## src/rtl/sweep_ctrl.sv

```systemverilog
// rtl/sweep_ctrl.sv - triangle sweep sequencer between latched lo/hi bounds
// Optional hold at each bound: define SWEEP_CTRL_DWELL_EN.
module sweep_ctrl #(
    parameter int WIDTH = 8,
    parameter int NSW_W = 8
) (
    input  logic             clk,
    input  logic             rstn,
    input  logic             start,
    input  logic             stop,
    input  logic [WIDTH-1:0] lo,
    input  logic [WIDTH-1:0] hi,
    input  logic [NSW_W-1:0] n_sweeps,
`ifdef SWEEP_CTRL_DWELL_EN
    input  logic [7:0]       dwell,
`endif
    output logic [WIDTH-1:0] count,
    output logic             dir,
    output logic             busy,
    output logic             done,
    output logic             cfg_err
);

    typedef enum logic [1:0] {S_IDLE, S_UP, S_DOWN, S_DONE} state_t;

    state_t           state_q;
    logic [WIDTH-1:0] count_q;
    logic [WIDTH-1:0] lo_q;
    logic [WIDTH-1:0] hi_q;
    logic [NSW_W-1:0] n_q;
    logic [NSW_W-1:0] sweep_q;
    logic [NSW_W-1:0] sweep_d;
    logic             dir_q;
    logic             busy_q;
    logic             done_q;
    logic             err_q;
    logic             hold_end;

    assign sweep_d = sweep_q + 1'b1;

    // hold_end gates turns/completions; without dwell a bound is left on its first cycle
`ifdef SWEEP_CTRL_DWELL_EN
    logic [7:0] dwell_q;
    logic [7:0] dcnt_q;
    assign hold_end = (dcnt_q == dwell_q);
`else
    assign hold_end = 1'b1;
`endif

    always_ff @(posedge clk) begin
        if (!rstn) begin
            state_q <= S_IDLE;
            count_q <= '0;
            lo_q    <= '0;
            hi_q    <= '0;
            n_q     <= '0;
            sweep_q <= '0;
            dir_q   <= 1'b0;
            busy_q  <= 1'b0;
            done_q  <= 1'b0;
            err_q   <= 1'b0;
`ifdef SWEEP_CTRL_DWELL_EN
            dwell_q <= '0;
            dcnt_q  <= '0;
`endif
        end else begin
            done_q <= 1'b0;
            err_q  <= 1'b0;
            case (state_q)
                S_IDLE: begin
                    if (start) begin
                        if (lo < hi) begin
                            lo_q    <= lo;
                            hi_q    <= hi;
                            n_q     <= n_sweeps;
                            sweep_q <= '0;
                            count_q <= lo;
                            state_q <= S_UP;
                            dir_q   <= 1'b1;
                            busy_q  <= 1'b1;
`ifdef SWEEP_CTRL_DWELL_EN
                            dwell_q <= dwell;
                            dcnt_q  <= '0;
`endif
                        end else begin
                            err_q <= 1'b1;
                        end
                    end
                end
                S_UP: begin
                    if (stop) begin
                        state_q <= S_IDLE;
                        dir_q   <= 1'b0;
                        busy_q  <= 1'b0;
                    end else if (count_q == hi_q) begin
                        if (hold_end) begin
                            count_q <= hi_q - 1'b1;
                            state_q <= S_DOWN;
                            dir_q   <= 1'b0;
`ifdef SWEEP_CTRL_DWELL_EN
                            dcnt_q  <= '0;
                        end else begin
                            dcnt_q  <= dcnt_q + 8'd1;
`endif
                        end
                    end else begin
                        count_q <= count_q + 1'b1;
                    end
                end
                S_DOWN: begin
                    if (stop) begin
                        state_q <= S_IDLE;
                        dir_q   <= 1'b0;
                        busy_q  <= 1'b0;
                    end else if (count_q == lo_q) begin
                        if (hold_end) begin
                            sweep_q <= sweep_d;
                            if (n_q != '0 && sweep_d == n_q) begin
                                state_q <= S_DONE;
                                busy_q  <= 1'b0;
                                done_q  <= 1'b1;
                            end else begin
                                count_q <= lo_q + 1'b1;
                                state_q <= S_UP;
                                dir_q   <= 1'b1;
                            end
`ifdef SWEEP_CTRL_DWELL_EN
                            dcnt_q  <= '0;
                        end else begin
                            dcnt_q  <= dcnt_q + 8'd1;
`endif
                        end
                    end else begin
                        count_q <= count_q - 1'b1;
                    end
                end
                S_DONE:  state_q <= S_IDLE;
                default: state_q <= S_IDLE;
            endcase
        end
    end

    assign count   = count_q;
    assign dir     = dir_q;
    assign busy    = busy_q;
    assign done    = done_q;
    assign cfg_err = err_q;

endmodule

```

## config.mk

```make
export PLATFORM = sky130hd
export DESIGN_NAME = sweep_ctrl
export DESIGN_NICKNAME = d
export VERILOG_FILES = /design/src/rtl/sweep_ctrl.sv
export SDC_FILE = /design/constraint.sdc
export NUM_CORES = 1
export LEC_CHECK = 0
export CORE_MARGIN = 3
export CORE_UTILIZATION = 65
export CTS_CLUSTER_SIZE = 10
export DETAILED_ROUTE_END_ITERATION = 8
export DONT_BUFFER_PORTS = 1
export GPL_TIMING_DRIVEN = 0
export MAX_ROUTING_LAYER = met4
export PLACE_DENSITY_LB_ADDON = 0.3
export SLEW_MARGIN = 30
export SYNTH_ARGS = -nofsm -noshare
export SYNTH_HDL_FRONTEND = slang
export SYNTH_SLANG_ARGS = --single-unit
```

## constraint.sdc

```tcl
create_clock -name clk -period 4.68 [get_ports clk]
set_input_delay 0.234 -clock clk [delete_from_list [all_inputs] [get_ports clk]]
set_output_delay 0.234 -clock clk [all_outputs]
set_load 0.01 [all_outputs]
```

# [Word-level counts from Yosys, hierarchy flattened]
# Index checks and enable logic that the tools add are counted.
[totals] regBits=46 latchBits=0 ram_bits=0 romBits=0 in_bits=28 mem_count=0
[classes] n_addsub=5 n_mul=0 n_div=0 order_cmp=1 n_eq_ne=17 shifts=0 n_mux=36 bitwise_logic=3 n_reduce_logical=13
[op_table] op="8-bit 2-to-1 mux" n=11
[op_table] op="8-bit by 1-bit adder with 8-bit output (second input constant)" n=3
[op_table] op="8-bit == test" n=3
[op_table] op="8-bit one-hot mux with 3 select lines" n=1
[op_table] op="6-bit AND reduction" n=3
[op_table] op="8-bit one-hot mux with 2 select lines" n=1
[op_table] op="8-bit by 1-bit subtractor with 8-bit output (second input constant)" n=2
[op_table] op="3-bit inequality test (second input constant)" n=5
[op_table] op="2-bit 2-to-1 mux" n=7
[op_table] op="1-bit 2-to-1 mux" n=13
[op_table] op="2-bit inequality test (second input constant)" n=6
[op_table] op="8-bit less-than comparator" n=1
[op_table] op="2-bit one-hot mux with 4 select lines" n=1
[op_table] op="8-bit nonzero test" n=1
[op_table] op="1-bit one-hot mux with 3 select lines" n=2
[op_table] op="3-bit AND reduction" n=2
[op_table] op="5-bit AND reduction" n=1
[op_table] op="2-bit == test (second input constant)" n=2
[op_table] op="4-bit AND reduction" n=1
[op_table] op="4-bit OR reduction" n=1
[op_table] op="1-bit inverter" n=3
[op_table] op="3-bit nonzero test" n=1
[op_table] op="2-bit by 1-bit == test with 1-bit output (second input constant)" n=1
[op_table] op="2-bit zero test" n=1
[op_table] op="2 further kinds" n=2

# [Depth between registers and ports, before layout]
# Gate-level depths: netlist of the first run.
[depth] word_depth=7 ltp_mapped=11

# [Worst setup path after synthesis of the first run]
# OpenSTA, ideal clock, no wires.
[synth_timing] path_type="register -> register" startpoint="register count_q[1] (netlist: count[1])" endpoint="register count_q[0] (netlist: count[0])" setup_ps=133 t_arrival_ps=2200 t_required_ps=4547 setup_slack_ps=2347 path_stages_with_launch=9 path_buffers=1 period_less_slack_ps=2333 cell_sequence="dfxtp_1 -> clkbuf_1 -> xor2_1 -> nor4_1 -> nand2_1 -> or3_4 -> or4_4 -> a21oi_1 -> a211oi_1"
[synth_via] elab_chain_cells=4
[synth_rtl] item="start: declaration" line_no="27" source="logic [WIDTH-1:0] count_q;"
[synth_rtl] item="start signal: assignment" line_no="77" source="count_q <= lo;"
[synth_rtl] item="start signal: assignment" line_no="97" source="count_q <= hi_q - 1'b1;"
[synth_rtl] item="start signal: assignment" line_no="107" source="count_q <= count_q + 1'b1;"
[synth_rtl] item="8-bit == test (on tied branches)" line_no="115, 95"
[synth_rtl] item="8-bit 2-to-1 mux (on tied branches)" line_no="115, 95"
[synth_rtl] item="8-bit 2-to-1 mux (on tied branches)" line_no="111, 91"
[synth_rtl] item="8-bit one-hot mux with 3 select lines" line_no="69" source="case (state_q)"
# Several ways; a longest one is shown, not always the timed one. The select of a mux whose other input is x is not followed.
# A chain may end at the register's enable or synchronous reset.

# [Worst setup path in the final report of the first run]
# Ends and elaborated chain as after synthesis.

==> results.json, run 1 <==
{
  "antenna_found_initial": 0,
  "r2r_start": "count[1]$_SDFFE_PN0P_",
  "max-vdd-ir-drop_mv": 0.2242,
  "crit_start": "count[1]$_SDFFE_PN0P_",
  "finish.instance_area_um2": 3432,
  "syn_inst": 405,
  "drtPass1Iterations": 5,
  "yosys.area_share.adder_pct": 6.126,
  "synth_edf_count": 0,
  "cts_sinks": 46,
  "yosysTopAreaCellShare_pct": 28.18,
  "synth_compound_area_share_pct": 11.87,
  "overflow": 0,
  "gp_congestion": 0.9228,
  "placementRows": 25,
  "dpl_worst_slack_ps": 1950,
  "outcome": "complete, no violations",
  "hpwl_um": 6155,
  "final_layout_size_suffix_gt1_share_pct": 6.553,
  "rsz0062_at_grt": "false",
  "drv_slew": 0,
  "crit_path_start_kind": "flip-flop",
  "grt_pass1_wl_um": 13370,
  "die_h_um": 76.91,
  "diodes": 0,
  "critPathRequiredTime_ps": 4860,
  "critical_path_class": "flip-flop to flip-flop",
  "core_area_um2": 4786,
  "synth_cell_types": 47,
  "synth_fp_nets": 449,
  "wire_per_inst_um": 16.77,
  "fin_ws_ps": 1865,
  "ys_ff_latch": 46,
  "cts_tree": "yes",
  "yosysWarnings": 0,
  "cts-root-buf": "clkbuf_8",
  "maxSlewHeadroom_pct": 64.12,
  "hold-path-cell-count": 2,
  "synthFlopType": "dfxtp_1",
  "clock_latency_ps": 310,
  "holdBufCountCts": 0,
  "holdWs_ps": 79.31,
  "yosysSeqAreaShare_pct": 28.18,
  "skew_ps": 9.212,
  "dieArea_um2": 5914,
  "yosysTopAreaCell": "dfxtp_1",
  "fp.dieW_um": 76.91,
  "vias_per_cell": 6.154,
  "htree_levels": 2,
  "start_util_pct": 68.29,
  "finalHoldViolCount": 0,
  "end_kind": "flip-flop",
  "grt_max_degree": 14,
  "r2r_cells": 8,
  "totalPowerFinal_mw": 1.486,
  "ant_nets": 0,
  "power_density_nw_per_um2": 433.1,
  "worstMarginPinSlew_ps": 538.2,
  "syn_area_per_cell_um2": 8.069,
  "postCtsResizedCells": 0,
  "path_max_fanout": 8,
  "holdCritPathClass": "primary input to flip-flop",
  "min_period_ps": 2815,
  "track_usage_pct": 28.88,
  "yosysMostFrequentCell": "dfxtp_1",
  "grt_pass1_vias": 2668,
  "num_vias": 2948,
  "drc": 0,
  "fin_crit_sh_pct": 60.14,
  "finalSetupTns_ps": 0,
  "clk_path_buf_depth": 2,
  "wl_um": 8034,
  "drtIter0Drc": 335,
  "synth_area_leaders": "dfxtp_1 (28%), mux2i_1 (10%), xor2_1 (8.6%)",
  "synth_top_family_by_area": "simple AND/OR/NAND/NOR gates",
  "timing.fmax_ghz": 0.3553,
  "synth-simple-area-share_pct": 22.32,
  "synth.mux.area_fraction_pct": 11.49,
  "synth_top_cells_by_count": "dfxtp_1 (46), nor2_1 (45), mux2i_1 (33)",
  "cts-buffers-inserted": 5,
  "synth_xor_area_share_pct": 13.94,
  "maxCapViolCount": 0,
  "portBuffers": 0,
  "nNetsFinal": 456,
  "clk_pin_slew_ps": 90,
  "setup_viol": 0,
  "min_from": "hi[7]",
  "p_leak_nw": 1.455,
  "area_growth_syn_to_layout_pct": 5.015,
  "post_dp_cell_area_um2": 3352,
  "worstPathArrival_ps": 2990,
  "synthArstFlopShare_pct": 0,
  "synth_area_um2": 3268,
  "io_pins": 40,
  "cts_setup_buffers": 0
}
-- power breakdown --
| group | switching, mW | internal, mW | total (mW) | leakage, nW |
|---|---|---|---|---|
| sequential | 0.0612 | 0.443 | 0.504 | 0.376 |
| clock | 0.140 | 0.103 | 0.243 | 0.0373 |
| combinational | 0.423 | 0.316 | 0.739 | 1.04 |
-- metal layers --
metal  vias to the layer above  GRT usage (%)  part of all wire [%]
met3                        29          6.338                    11
met4                         0          10.33                   3.0
met2                       160          41.03                    42
li1                       1425              -                     -
met1                      1334          40.15                    44
met5                         -              -                     0
-- critical path, cell delays in order (launching register included) --
cell and delay (ps):
dfxtp_1 420, clkbuf_1 360, xor2_1 130, nor4_1 330, nand2_1 230, or3_4 450, or4_4 520, a21oi_1 180
a211oi_1 70
-- kinds of logic (layout without fill, tap and decap cells) --
logic type	Yosys count	count (layout)
AO/OA/AOI/OAI	63	63
XOR/XNOR	52	52
adder cells (fa/ha/maj)	16	16
buffers and inverters	45	52
flip-flops	46	46
multiplexers	37	37
AND/OR/NAND/NOR	146	146
-- stage by stage --
stage / cells / util, %
finish: 479 / 71.71
global route: 479 / 71.71
CTS: 479 / 71.71
detailed placement: 472 / 70.04
global placement: 472 / 70.04
floorplan: 405 / -
-- flip-flops by register name, indices dropped and copies added (netlist names) --
register	cells
count	8
hi_q	8
lo_q	8
n_q	8
sweep_q	8
state_q	2
busy	1
cfg_err	1
dir	1
done	1
-- layout make-up --
type,instances,area (um2)
multi-input combinational,314,2148
fill,400,1354
sequential,46,920.9
buffer,23,116.4
tap,67,83.83
inverter,22,82.58
clock buffer,6,72.57
clock inverter,1,7.507
-- worst paths after layout --
path | end | slack (ps)
setup / recovery | count[0]$_SDFFE_PN0P_ | 1870
setup reg to reg | count[0]$_SDFFE_PN0P_ | 1870
hold reg to reg | state_q[1]$_SDFFE_PN0P_ | 510
hold / removal | hi_q[7]$_SDFFE_PN0P_ | 80
-- cells in the final DEF (no fill, tap or decap), types with 2 or more instances in the layout --
cell / Yosys / routed
o22ai_1: 3 / 3
nor2b_1: 9 / 9
a21oi_1: 20 / 20
nand3_1: 16 / 16
mux2_2: 4 / 4
nand2b_1: 3 / 3
o221ai_1: 3 / 3
o211ai_1: 3 / 3
a31o_2: 2 / 2
or3_1: 3 / 3
nor2_1: 45 / 45
and3_1: 2 / 2
o41ai_1: 3 / 3
buf_6: 2 / 2
o21ai_0: 19 / 19
nand3b_1: 3 / 3
clkbuf_1: 12 / 13
or2_2: 2 / 2
mux2i_1: 33 / 33
buf_2: 5 / 5
buf_4: 2 / 2
a221oi_1: 3 / 3
nor3_1: 12 / 12
ha_1: 16 / 16
dfxtp_1: 46 / 46
clkbuf_8: 0 / 5
xnor2_1: 20 / 20
nand4_1: 4 / 4
or4_1: 5 / 5
inv_1: 22 / 22
and2_1: 3 / 3
nor4_1: 7 / 7
xor2_1: 32 / 32
nand2_1: 27 / 27
No activity file was read; power rests on OpenSTA's default activity.
==> inputs of run 2 (changes only) <==
--- a/config.mk
+++ b/config.mk
@@ -5,8 +5,9 @@
 export SDC_FILE = /design/constraint.sdc
 export NUM_CORES = 1
 export LEC_CHECK = 0
+export ABC_AREA = 1
 export CORE_MARGIN = 3
-export CORE_UTILIZATION = 65
+export CORE_UTILIZATION = 64
 export CTS_CLUSTER_SIZE = 10
 export DETAILED_ROUTE_END_ITERATION = 8
 export DONT_BUFFER_PORTS = 1
==> constraint.sdc (replaced) <==
create_clock -name clk -period 2.8 [get_ports clk]
set_input_delay 0.14 -clock clk [delete_from_list [all_inputs] [get_ports clk]]
set_output_delay 0.14 -clock clk [all_outputs]
set_load 0.01 [all_outputs]
==> run 2 against run 1 <==
Worst hold slack worse by 51 ps. Register-to-register slack worse by 1300 ps. Highest routed layer unchanged. Largest power group unchanged. Combinational power up 49%. Global-route usage up 2.8 points. Total power is 61% higher. Synthesized area is 7.3% higher. Critical path depth grew 5. Maximum frequency grew 27%.
==> results.json, run 2 <==
{
  "placed_cells": 627,
  "diodes": 0,
  "hpwl_um": 7251,
  "yosysWarnings": 0,
  "synth_fp_nets": 601,
  "timing.fmax_ghz": 0.4508,
  "dieArea_um2": 6404,
  "cts_sinks": 46,
  "power_density_nw_per_um2": 646.5,
  "r2r_start": "sweep_q[0]$_SDFFE_PN0P_",
  "fin_ws_ps": 581.5,
  "yosysTopAreaCellShare_pct": 26.26,
  "synthFlopType": "dfxtp_1",
  "r2r_cells": 13,
  "outcome": "complete, no violations",
  "critical_path.endpoint": "count[2]$_SDFFE_PN0P_",
  "grt_pass1_wl_um": 15680,
  "holdWs_ps": 28.22,
  "finalHoldViolCount": 0,
  "clk_path_buf_depth": 2,
  "utilization_pct": 71.11,
  "start_util_pct": 67.38,
  "totalPowerFinal_mw": 2.393,
  "multi_input_area_um2": 2232,
  "finalSetupTns_ps": 0,
  "worstMarginPinSlew_ps": 536.1,
  "clock_latency_ps": 310,
  "hold-path-cell-count": 2,
  "grt_pass1_vias": 3328,
  "crit_path_start_kind": "flip-flop",
  "synth_cell_types": 31,
  "seq_area_um2": 920.9,
  "io_pins": 40,
  "cts_setup_buffers": 0,
  "worstPathArrival_ps": 2430,
  "placementRows": 26,
  "synthArstFlopShare_pct": 0,
  "skew_ps": 4.580,
  "num_vias": 3597,
  "path_max_fanout": 10,
  "p_leak_nw": 1.677,
  "rsz0062_at_grt": "false",
  "synth_top_cells_by_count": "nand2_1 (155), inv_1 (61), nand3_1 (61)",
  "overflow": 0,
  "wire_per_inst_um": 14.61,
  "gp_congestion": 0.9846,
  "yosysTopAreaCell": "dfxtp_1",
  "postCtsResizedCells": 0,
  "wl_um": 9306,
  "finish.instance_area_um2": 3701,
  "final-instance-count-excl-fill": 637,
  "crit_start": "sweep_q[0]$_SDFFE_PN0P_",
  "cts-root-buf": "clkbuf_8",
  "dpl_worst_slack_ps": 655.6,
  "drtPass1Iterations": 6,
  "grt_max_degree": 15,
  "synth_area_leaders": "dfxtp_1 (26%), nand2_1 (17%), nand3_1 (8.7%)",
  "min_period_ps": 2219,
  "drtIter0Drc": 310,
  "synth_area_um2": 3507,
  "end_kind": "flip-flop",
  "core_area_um2": 5205,
  "holdBufCountCts": 1,
  "vias_per_cell": 5.647,
  "drc": 0,
  "syn_inst": 557,
  "cts_tree": "yes",
  "portBuffers": 0,
  "track_usage_pct": 31.68,
  "final_cell_mix": "nand2_1 (155), inv_1 (61), nand3_1 (61)",
  "antenna_found_initial": 0,
  "final_common_cell": "nand2_1",
  "post_dp_cell_area_um2": 3595,
  "ant_nets": 0,
  "syn_area_per_cell_um2": 6.296,
  "fill_cells": 480,
  "nNetsFinal": 610,
  "yosysMostFrequentCell": "nand2_1",
  "cts-buffers-inserted": 5,
  "area_growth_syn_to_layout_pct": 5.530,
  "yosysSeqAreaShare_pct": 26.26,
  "die_h_um": 80.03,
  "maxSlewHeadroom_pct": 63.99,
  "final_layout_size_suffix_gt1_share_pct": 7.760,
  "r2r-end": "count[2]$_SDFFE_PN0P_",
  "drv_slew": 0,
  "htree_levels": 2,
  "rrSetupSlack_ps": 580,
  "setup_viol": 0,
  "fin_crit_sh_pct": 79.23,
  "clk_pin_slew_ps": 90,
  "critical_path_class": "flip-flop to flip-flop",
  "ys_ff_latch": 46,
  "max-vdd-ir-drop_mv": 0.4282,
  "fp.dieW_um": 80.03,
  "holdCritPathClass": "primary input to flip-flop",
  "critPathRequiredTime_ps": 3010,
  "maxCapViolCount": 0,
  "synth_edf_count": 0
}
-- run 2: kinds of logic after synthesis --
family	Yosys count	share of synthesized area, %
xor gates and xnor gates	29	7.242
DFF	46	26.26
buffers and inverters	88	10.10
and+or+nand+nor	301	39.24
adders and majority gates	16	5.708
AOI/OAI and AO/OA	77	11.45
-- run 2: per-layer routing --
metal / track usage (%) / wire (um) / part of all wire, %
met1: 44.49 / 4278 / 46
met2: 48.10 / 4089 / 44
met3: 4.628 / 804 / 8.6
met4: 7.264 / 133 / 1.4
met5: - / 0 / 0
-- run 2: critical path, cell delays in order, from the launching register on --
cell,delay (ps)
dfxtp_1,520
ha_1,280
nand3_2,140
nor2_2,160
nand2_1,80
nand3_1,100
nand3_2,100
nor2_4,190
nand3_4,110
nand2_4,120
buf_6,160
nand2_1,60
nand2_1,50
nor2_1,40
-- run 2: worst min path at each step --
stage           from                   end  slack [ps]
6_report       hi[5]  hi_q[5]$_SDFFE_PN0P_          30
5_1_grt        lo[3]  lo_q[3]$_SDFFE_PN0P_          30
4_1_cts        start    cfg_err$_SDFF_PN0_           2
3_5_place_dp    stop       done$_SDFF_PP0_         220
3_3_place_gp    stop       done$_SDFF_PP0_         220
2_1_floorplan   stop       done$_SDFF_PP0_         220
-- run 2: where the power goes --
group | switching, mW | internal, mW | leakage [nW] | total [mW]
Sequential | 0.129 | 0.745 | 0.378 | 0.874
Clock | 0.244 | 0.177 | 0.0452 | 0.420
Combinational | 0.705 | 0.393 | 1.25 | 1.10
Total | 1.08 | 1.32 | 1.68 | 2.39
-- run 2: cell type report --
class | count | area share (%)
Multi-Input combinational cell | 423 | 60.31
Sequential cell | 46 | 24.88
Inverter | 69 | 6.998
Buffer | 19 | 2.569
Tap cell | 70 | 2.366
Clock buffer | 6 | 1.961
Timing Repair Buffer | 2 | 0.5409
Clock inverter | 2 | 0.3719
